===== src/rtl/gauss_pkg.sv =====
// Shared constants for the Gaussian polynomial collector: modulus, output width,
// default sampler geometry, FSM encoding and the signed-to-[0,Q) reduction helper.
package gauss_pkg;

    localparam int unsigned Q               = 3329;
    localparam int unsigned QW              = 12;
    localparam int unsigned DEF_PARALLELISM = 4;
    localparam int unsigned DEF_VALUE_WIDTH = 13;

    localparam logic [1:0] StIdle  = 2'd0;
    localparam logic [1:0] StRun   = 2'd1;
    localparam logic [1:0] StFlush = 2'd2;
    localparam logic [1:0] StDone  = 2'd3;

    // v is a sign-extended coefficient with |v| < q; negatives fold to q + v.
    function automatic logic [QW-1:0] mod_q(input logic [31:0] v, input int unsigned q);
        return QW'(v[31] ? v + q : v);
    endfunction

endpackage


===== src/rtl/gauss_group_fifo.sv =====
// Synchronous register-based FIFO holding whole sampler groups, with occupancy count.
module gauss_group_fifo #(
    parameter int unsigned WIDTH = 52,
    parameter int unsigned DEPTH = 8,
    localparam int unsigned AW   = (DEPTH > 1) ? $clog2(DEPTH) : 1,
    localparam int unsigned CW   = $clog2(DEPTH + 1)
) (
    input  logic             clk,
    input  logic             rst,
    input  logic             wr_en_i,
    input  logic [WIDTH-1:0] wr_data_i,
    input  logic             rd_en_i,
    output logic [WIDTH-1:0] rd_data_o,
    output logic [CW-1:0]    count_o,
    output logic             empty_o
);

    logic [WIDTH-1:0] mem_q [DEPTH];
    logic [WIDTH-1:0] mem_d [DEPTH];
    logic [AW-1:0]    wr_ptr_q, wr_ptr_d;
    logic [AW-1:0]    rd_ptr_q, rd_ptr_d;
    logic [CW-1:0]    count_q, count_d;
    logic             full;
    logic             do_wr;
    logic             do_rd;

    always_comb begin
        full     = (count_q == CW'(DEPTH));
        do_rd    = rd_en_i & (count_q != '0);
        // A pop frees a slot in the same cycle, so a full FIFO can still accept.
        do_wr    = wr_en_i & (~full | do_rd);
        mem_d    = mem_q;
        wr_ptr_d = wr_ptr_q;
        rd_ptr_d = rd_ptr_q;
        count_d  = count_q;
        if (do_wr) begin
            mem_d[wr_ptr_q] = wr_data_i;
            wr_ptr_d        = wr_ptr_q + AW'(1);
        end
        if (do_rd) begin
            rd_ptr_d = rd_ptr_q + AW'(1);
        end
        case ({do_wr, do_rd})
            2'b10:   count_d = count_q + CW'(1);
            2'b01:   count_d = count_q - CW'(1);
            default: count_d = count_q;
        endcase
    end

    always_ff @(posedge clk) begin
        if (rst) begin
            wr_ptr_q <= '0;
            rd_ptr_q <= '0;
            count_q  <= '0;
        end else begin
            wr_ptr_q <= wr_ptr_d;
            rd_ptr_q <= rd_ptr_d;
            count_q  <= count_d;
        end
    end

    always_ff @(posedge clk) begin
        mem_q <= mem_d;
    end

    assign rd_data_o = mem_q[rd_ptr_q];
    assign count_o   = count_q;
    assign empty_o   = (count_q == '0);

endmodule


===== src/rtl/gauss_poly_collector.sv =====
// Collects sampler groups into one polynomial: credit-limited random-word requests,
// group buffering, lane serialisation and reduction of each coefficient into [0,Q).
module gauss_poly_collector
    import gauss_pkg::QW;
    import gauss_pkg::DEF_PARALLELISM;
    import gauss_pkg::DEF_VALUE_WIDTH;
    import gauss_pkg::StIdle;
    import gauss_pkg::StRun;
    import gauss_pkg::StFlush;
    import gauss_pkg::StDone;
    import gauss_pkg::mod_q;
#(
    parameter int unsigned PARALLELISM     = DEF_PARALLELISM,
    parameter int unsigned VALUE_WIDTH     = DEF_VALUE_WIDTH,
    parameter int unsigned N_COEFFS        = 256,
    parameter int unsigned FIFO_DEPTH      = 8,
    parameter int unsigned SAMPLER_LATENCY = 4,
    parameter int unsigned Q               = gauss_pkg::Q
) (
    input  logic                               clk,
    input  logic                               rst,
    input  logic                               start,
    output logic                               busy,
    output logic                               done,
    input  logic                               rng_valid,
    output logic                               rng_take,
    input  logic                               samp_valid,
    input  logic [PARALLELISM*VALUE_WIDTH-1:0] samp_coeffs,
    output logic                               coef_valid,
    input  logic                               coef_ready,
    output logic [QW-1:0]                      coef_data,
    output logic [$clog2(N_COEFFS)-1:0]        coef_index,
    output logic                               coef_last,
    output logic                               err
);

    localparam int unsigned NGroups = N_COEFFS / PARALLELISM;
    localparam int unsigned GW      = PARALLELISM * VALUE_WIDTH;
    localparam int unsigned IdxW    = $clog2(N_COEFFS);
    localparam int unsigned LaneW   = (PARALLELISM > 1) ? $clog2(PARALLELISM) : 1;
    localparam int unsigned GaW     = $clog2(NGroups + 1);
    localparam int unsigned CntW    = $clog2(FIFO_DEPTH + 1);
    localparam int unsigned L       = SAMPLER_LATENCY;

    logic [1:0]       state_q, state_d;
    logic [L-1:0]     inflight_q, inflight_d;
    logic [L-1:0]     stale_q, stale_d;
    logic [GaW-1:0]   ga_q, ga_d;
    logic [LaneW-1:0] lane_q, lane_d;
    logic [IdxW-1:0]  idx_q, idx_d;
    logic             err_q, err_d;

    logic [GW-1:0]          head;
    logic [CntW-1:0]        fifo_count;
    logic                   fifo_empty;
    logic                   fifo_wr;
    logic                   fifo_rd;
    logic                   tap;
    logic                   stale_tap;
    logic                   hs;
    logic                   last_lane;
    logic                   credit_ok;
    logic                   quota_ok;
    int unsigned            inflight_cnt;
    logic [VALUE_WIDTH-1:0] lanes [PARALLELISM];
    logic [VALUE_WIDTH-1:0] lane_val;
    logic [31:0]            lane_sext;

    gauss_group_fifo #(
        .WIDTH (GW),
        .DEPTH (FIFO_DEPTH)
    ) u_fifo (
        .clk       (clk),
        .rst       (rst),
        .wr_en_i   (fifo_wr),
        .wr_data_i (samp_coeffs),
        .rd_en_i   (fifo_rd),
        .rd_data_o (head),
        .count_o   (fifo_count),
        .empty_o   (fifo_empty)
    );

    always_comb begin
        tap          = inflight_q[L-1];
        stale_tap    = stale_q[L-1];
        inflight_cnt = $countones(inflight_q);
        // Every outstanding request must already own a FIFO slot and a polynomial slot.
        credit_ok    = (32'(fifo_count) + inflight_cnt) < FIFO_DEPTH;
        quota_ok     = (32'(ga_q) + inflight_cnt) < NGroups;
        rng_take     = ~rst & (state_q == StRun) & rng_valid & credit_ok & quota_ok;

        fifo_wr      = samp_valid & tap;
        coef_valid   = ~fifo_empty;
        hs           = coef_valid & coef_ready;
        last_lane    = (lane_q == LaneW'(PARALLELISM - 1));
        fifo_rd      = hs & last_lane;

        inflight_d    = inflight_q << 1;
        inflight_d[0] = rng_take;
        // Results of requests abandoned by a reset still return; remember where they are.
        stale_d       = rst ? ((stale_q | inflight_q) << 1) : (stale_q << 1);

        err_d = err_q | (samp_valid & ~tap & ~stale_tap);

        lane_d = lane_q;
        idx_d  = idx_q;
        if (hs) begin
            lane_d = last_lane ? '0 : lane_q + LaneW'(1);
            idx_d  = (idx_q == IdxW'(N_COEFFS - 1)) ? '0 : idx_q + IdxW'(1);
        end

        ga_d = ga_q;
        if (state_q == StIdle && start) begin
            ga_d = '0;
        end else if (fifo_wr) begin
            ga_d = ga_q + GaW'(1);
        end
    end

    always_comb begin
        for (int i = 0; i < int'(PARALLELISM); i++) begin
            lanes[i] = head[i*VALUE_WIDTH +: VALUE_WIDTH];
        end
        lane_val   = lanes[lane_q];
        lane_sext  = {{(32 - VALUE_WIDTH){lane_val[VALUE_WIDTH-1]}}, lane_val};
        coef_data  = coef_valid ? mod_q(lane_sext, Q) : '0;
        coef_index = idx_q;
        coef_last  = coef_valid & (idx_q == IdxW'(N_COEFFS - 1));
        busy       = (state_q != StIdle);
        done       = (state_q == StDone);
        err        = err_q;
    end

    always_comb begin
        state_d = state_q;
        case (state_q)
            StIdle:  if (start) state_d = StRun;
            StRun:   if (fifo_wr && ga_q == GaW'(NGroups - 1)) state_d = StFlush;
            StFlush: if (hs && coef_last) state_d = StDone;
            StDone:  state_d = StIdle;
            default: state_d = StIdle;
        endcase
    end

    always_ff @(posedge clk) begin
        if (rst) begin
            state_q    <= StIdle;
            inflight_q <= '0;
            ga_q       <= '0;
            lane_q     <= '0;
            idx_q      <= '0;
            err_q      <= 1'b0;
        end else begin
            state_q    <= state_d;
            inflight_q <= inflight_d;
            ga_q       <= ga_d;
            lane_q     <= lane_d;
            idx_q      <= idx_d;
            err_q      <= err_d;
        end
    end

    always_ff @(posedge clk) begin
        stale_q <= stale_d;
    end

endmodule


===== config.mk =====
export PLATFORM = sky130hd
export DESIGN_NAME = gauss_poly_collector
export DESIGN_NICKNAME = d
export VERILOG_FILES = /design/src/rtl/gauss_pkg.sv /design/src/rtl/gauss_group_fifo.sv /design/src/rtl/gauss_poly_collector.sv
export SDC_FILE = /design/constraint.sdc
export NUM_CORES = 1
export LEC_CHECK = 0
export ABC_AREA = 1
export CAP_MARGIN = 20
export CORE_ASPECT_RATIO = 0.9
export CORE_MARGIN = 4
export CORE_UTILIZATION = 45
export DETAILED_ROUTE_END_ITERATION = 10
export PLACE_DENSITY = 0.73
export SLEW_MARGIN = 5
export SYNTH_ARGS = -nofsm -noshare
export SYNTH_HDL_FRONTEND = slang
export SYNTH_SLANG_ARGS = --single-unit

===== constraint.sdc =====
create_clock -name clk -period 5.4 [get_ports clk]
set_input_delay 1.62 -clock clk [delete_from_list [all_inputs] [get_ports clk]]
set_output_delay 1.62 -clock clk [all_outputs]
set_load 0.005 [all_outputs]

==> results_dict.tcl <==
set metrics [dict create \
    drt_iter0_markers 1307 \
    yosys-top-cells-area "edfxtp_1, nand2_1, nand3_1" \
    end_kind "primary output" \
    fin_util_pct 52.9 \
    synth.avg_cell_area_sq_um 11.3 \
    synth_top_flop_cell "edfxtp_1" \
    dp_hpwl_microns 24700 \
    multiInputGateArea_sq_mm 0.00502 \
    swShare_pct 19.9 \
    clock_sinks 453 \
    synthMuxAreaShare_pct 0 \
    seq_area_sq_mm 0.0132 \
    final.min_clock_period_ns 5.24 \
    drive_gt1_share_pct 8.06 \
    clock_path_buffers 3 \
    hold_end "stale_q[3]" \
    synth.top_cell.area_share_pct 66.0 \
    ctsHoldBuffers 0 \
    ys_seq_elements 453 \
    combPwrFrac_pct 3.0 \
    path_max_fanout 69 \
    worstMarginPinSlew_ns 0.859 \
    fillCellCount 3453 \
    worst_setup_path_start_kind "flip-flop" \
    slew_viol_final 0 \
    io_buffers 83 \
    coreArea_sq_mm 0.0417 \
    crit_arrival_ns 3.62 \
    pre_cts_ws_ns 0.562 \
    worstHoldStart "stale_q[2]" \
    clock_latency_ns 0.57 \
    yosys.area.top_type "edfxtp_1" \
    via_count 12900 \
    viasPerCell 5.48 \
    reg2reg_depth 13 \
    hold-path-cell-count 1 \
    p_int_mw 5.76 \
    syn-num-nets 1756 \
    crit_start "u_fifo.rd_ptr_q[0]" \
    fin_crit_sh_pct 97.0 \
    cts_buffers 47 \
    finClkSkew_ns 0.0252 \
    hp-class "reg -> reg" \
    setup_tns_ns 0 \
    cts_root_buf "clkbuf_16" \
    ir_drop_v 0.000243 \
    first_global_vias 12400 \
    drt_drc_violations_left 0 \
    antenna_left 0 \
    yosysSeqAreaShare_pct 69.9 \
    synthArstFlopShare_pct 0 \
    yosys.area_share.simple_pct 21.1 \
    critPathRequiredTime_ns 3.78 \
    die_x_microns 224 \
    max_freq_mhz 191 \
    cts_tree "yes" \
    switchingPower_mw 1.43 \
    drtPass1Iterations 5 \
    leakage_nw 7.95 \
    syn_area_sq_mm 0.0189 \
    synth-xor-area-share_pct 0.463 \
    rsz0062_at_grt "false" \
    finalHoldViolCount 0 \
    num_rows 71 \
    die_y_microns 203 \
    clkTransAtPathRegs_ns 0.06 \
    area_growth_pct 16.3 \
    syn_inst 1677 \
    fin_ws_ns 0.160 \
    mostFrequentLayoutCells "nand2_1, edfxtp_1, nand3_1, clkdlybuf4s50_1, nor2_1" \
    grtUsageTotal_pct 19.2 \
    routabilityCongestion 0.791 \
    p_per_area_mw_per_mm2 326 \
    pwr-share-clk_pct 43.5 \
    place_area_sq_mm 0.0204 \
    drv_cap 0 \
    io_pins 84 \
    setup_viol 0 \
    pwr-share-seq_pct 53.6 \
    synth-edff-count 416 \
    slew_headroom_pct 42.7 \
    initial_core_util_pct 45.4 \
    r2r_setup_slack_ns 2.20 \
    layout_commonest_cell "nand2_1" \
    r2r_start "u_fifo.count_o[1]" \
    die-area_sq_mm 0.0454 \
    grt_max_degree 98 \
    htreeDepth 2 \
    synth_top_family_by_area "simple AND/OR/NAND/NOR gates" \
    design_area_sq_mm 0.0220 \
    wirelength_microns 45000 \
    synth.distinct_cells 41 \
    final_nets 1842 \
    critPathKind "reg -> out" \
    wire_per_inst_microns 19.2 \
    grt_pass1_wl_microns 69100 \
    synthAdderAreaFrac_pct 1.43 \
    status "complete, no violations" \
    grt-ovfl-total 0 \
    antenna_found_initial 2 \
    r2r-end "u_fifo.mem_q[378]" \
    synth-compound-area-share_pct 3.17 \
    yosys_warnings 0 \
]
[what timing repair did]
item,in CTS,in global routing
setup buffers,0,6
gates cloned,0,2
endpoints found under the setup margin,2,10
resized for setup,2,5
[layout make-up]
| type | count | area share [%] |
|---|---|---|
| Antenna cell | 1 | 0.0114 |
| Multi-Input combinational cell | 1083 | 22.8 |
| Inverter | 50 | 0.915 |
| Timing Repair Buffer | 127 | 6.20 |
| Clock inverter | 28 | 1.16 |
| Timing Repair inverter | 1 | 0.0398 |
| Sequential cell | 453 | 60.1 |
| Tap cell | 547 | 3.11 |
| Clock buffer | 58 | 5.64 |
[through the flow]
step | hold WS, ns | total power [mW] | instances
finish | 0.417 | 7.19 | 2348
global route | 0.426 | 7.43 | 2348
CTS | 0.420 | 7.24 | 2339
detailed placement | 0.410 | 4.14 | 2253
global placement | 0.401 | 4.12 | 2253
floorplan | 0.395 | 4.01 | 1677
[worst max-delay path: stages (launching register included)]
cell and delay (ns):
dfxtp_4 0.54, clkinv_8 0.18, buf_12 0.23, buf_4 0.25, o21ai_0 0.19, o221ai_1 0.14
nand3_1 0.12, nand2_1 0.06, nand2_1 0.05, nand2_1 0.11, nor2_1 0.14, a21oi_1 0.09
nor2_1 0.30, clkdlybuf4s50_1 0.60
[cells by family after synthesis]
logic type               count (synthesis)
buffers and inverters                  141
XOR/XNOR                                10
flip-flops                             453
AND/OR/NAND/NOR                        947
adder cells (fa/ha/maj)                 21
AO/OA/AOI/OAI                          105
[synthesized netlist by cell type (2+ instances only)]
library cell    n
o221ai_1        8
dfxtp_1        37
xor2_1          8
nand4_1         5
inv_2           4
nor3_1          9
o21bai_1        2
nor3b_1         2
o22ai_1         8
inv_1          45
ha_1           20
nand3_1       291
buf_4          14
edfxtp_1      416
nand2_2         6
buf_2          42
nor2_1         73
a21oi_1        29
o21ai_0        47
a211oi_1        3
buf_6          13
clkbuf_1       15
xnor2_1         2
buf_1           6
a2111oi_0       2
nand2_1       555
[metal layers]
| metal | vias up | global-route usage [%] | share of wire, % |
|---|---|---|---|
| met4 | 2 | 7.18 | 3.2 |
| li1 | 6028 | - | - |
| met3 | 93 | 4.05 | 7.6 |
| met5 | - | 0 | 0.024 |
| met2 | 530 | 30.8 | 47 |
| met1 | 6215 | 26.1 | 42 |
[worst max path at each step]
stage	endpoint	slack [ns]	cells after the start
finish	coef_data[11]	0.16	13
global route	coef_data[10]	0.004	17
CTS	coef_data[10]	0.003	18
detailed placement	coef_data[10]	0.56	18
global placement	coef_data[10]	0.63	18
floorplan	u_fifo.mem_q[100]	0.31	8
[power by group through the flow]
| stage | Clock, mW | Sequential [mW] | Combinational (mW) |
|---|---|---|---|
| after global placement | 0 | 3.92 | 0.201 |
| final | 3.12 | 3.85 | 0.214 |
| after CTS | 3.17 | 3.85 | 0.214 |
| after global routing | 3.34 | 3.85 | 0.237 |
| after detailed placement | 0 | 3.92 | 0.212 |
| after floorplan | 0 | 3.92 | 0.0819 |
[registers in the layout, summed over array words and instances (netlist names), 3 cells and up]
register	count
coef_index	8
ga_q	7
u_fifo.count_o	4
inflight_q	4
u_fifo.mem_q	416
u_fifo.rd_ptr_q	3
stale_q	3
u_fifo.wr_ptr_q	3
No activity file was read; power rests on OpenSTA's default activity.
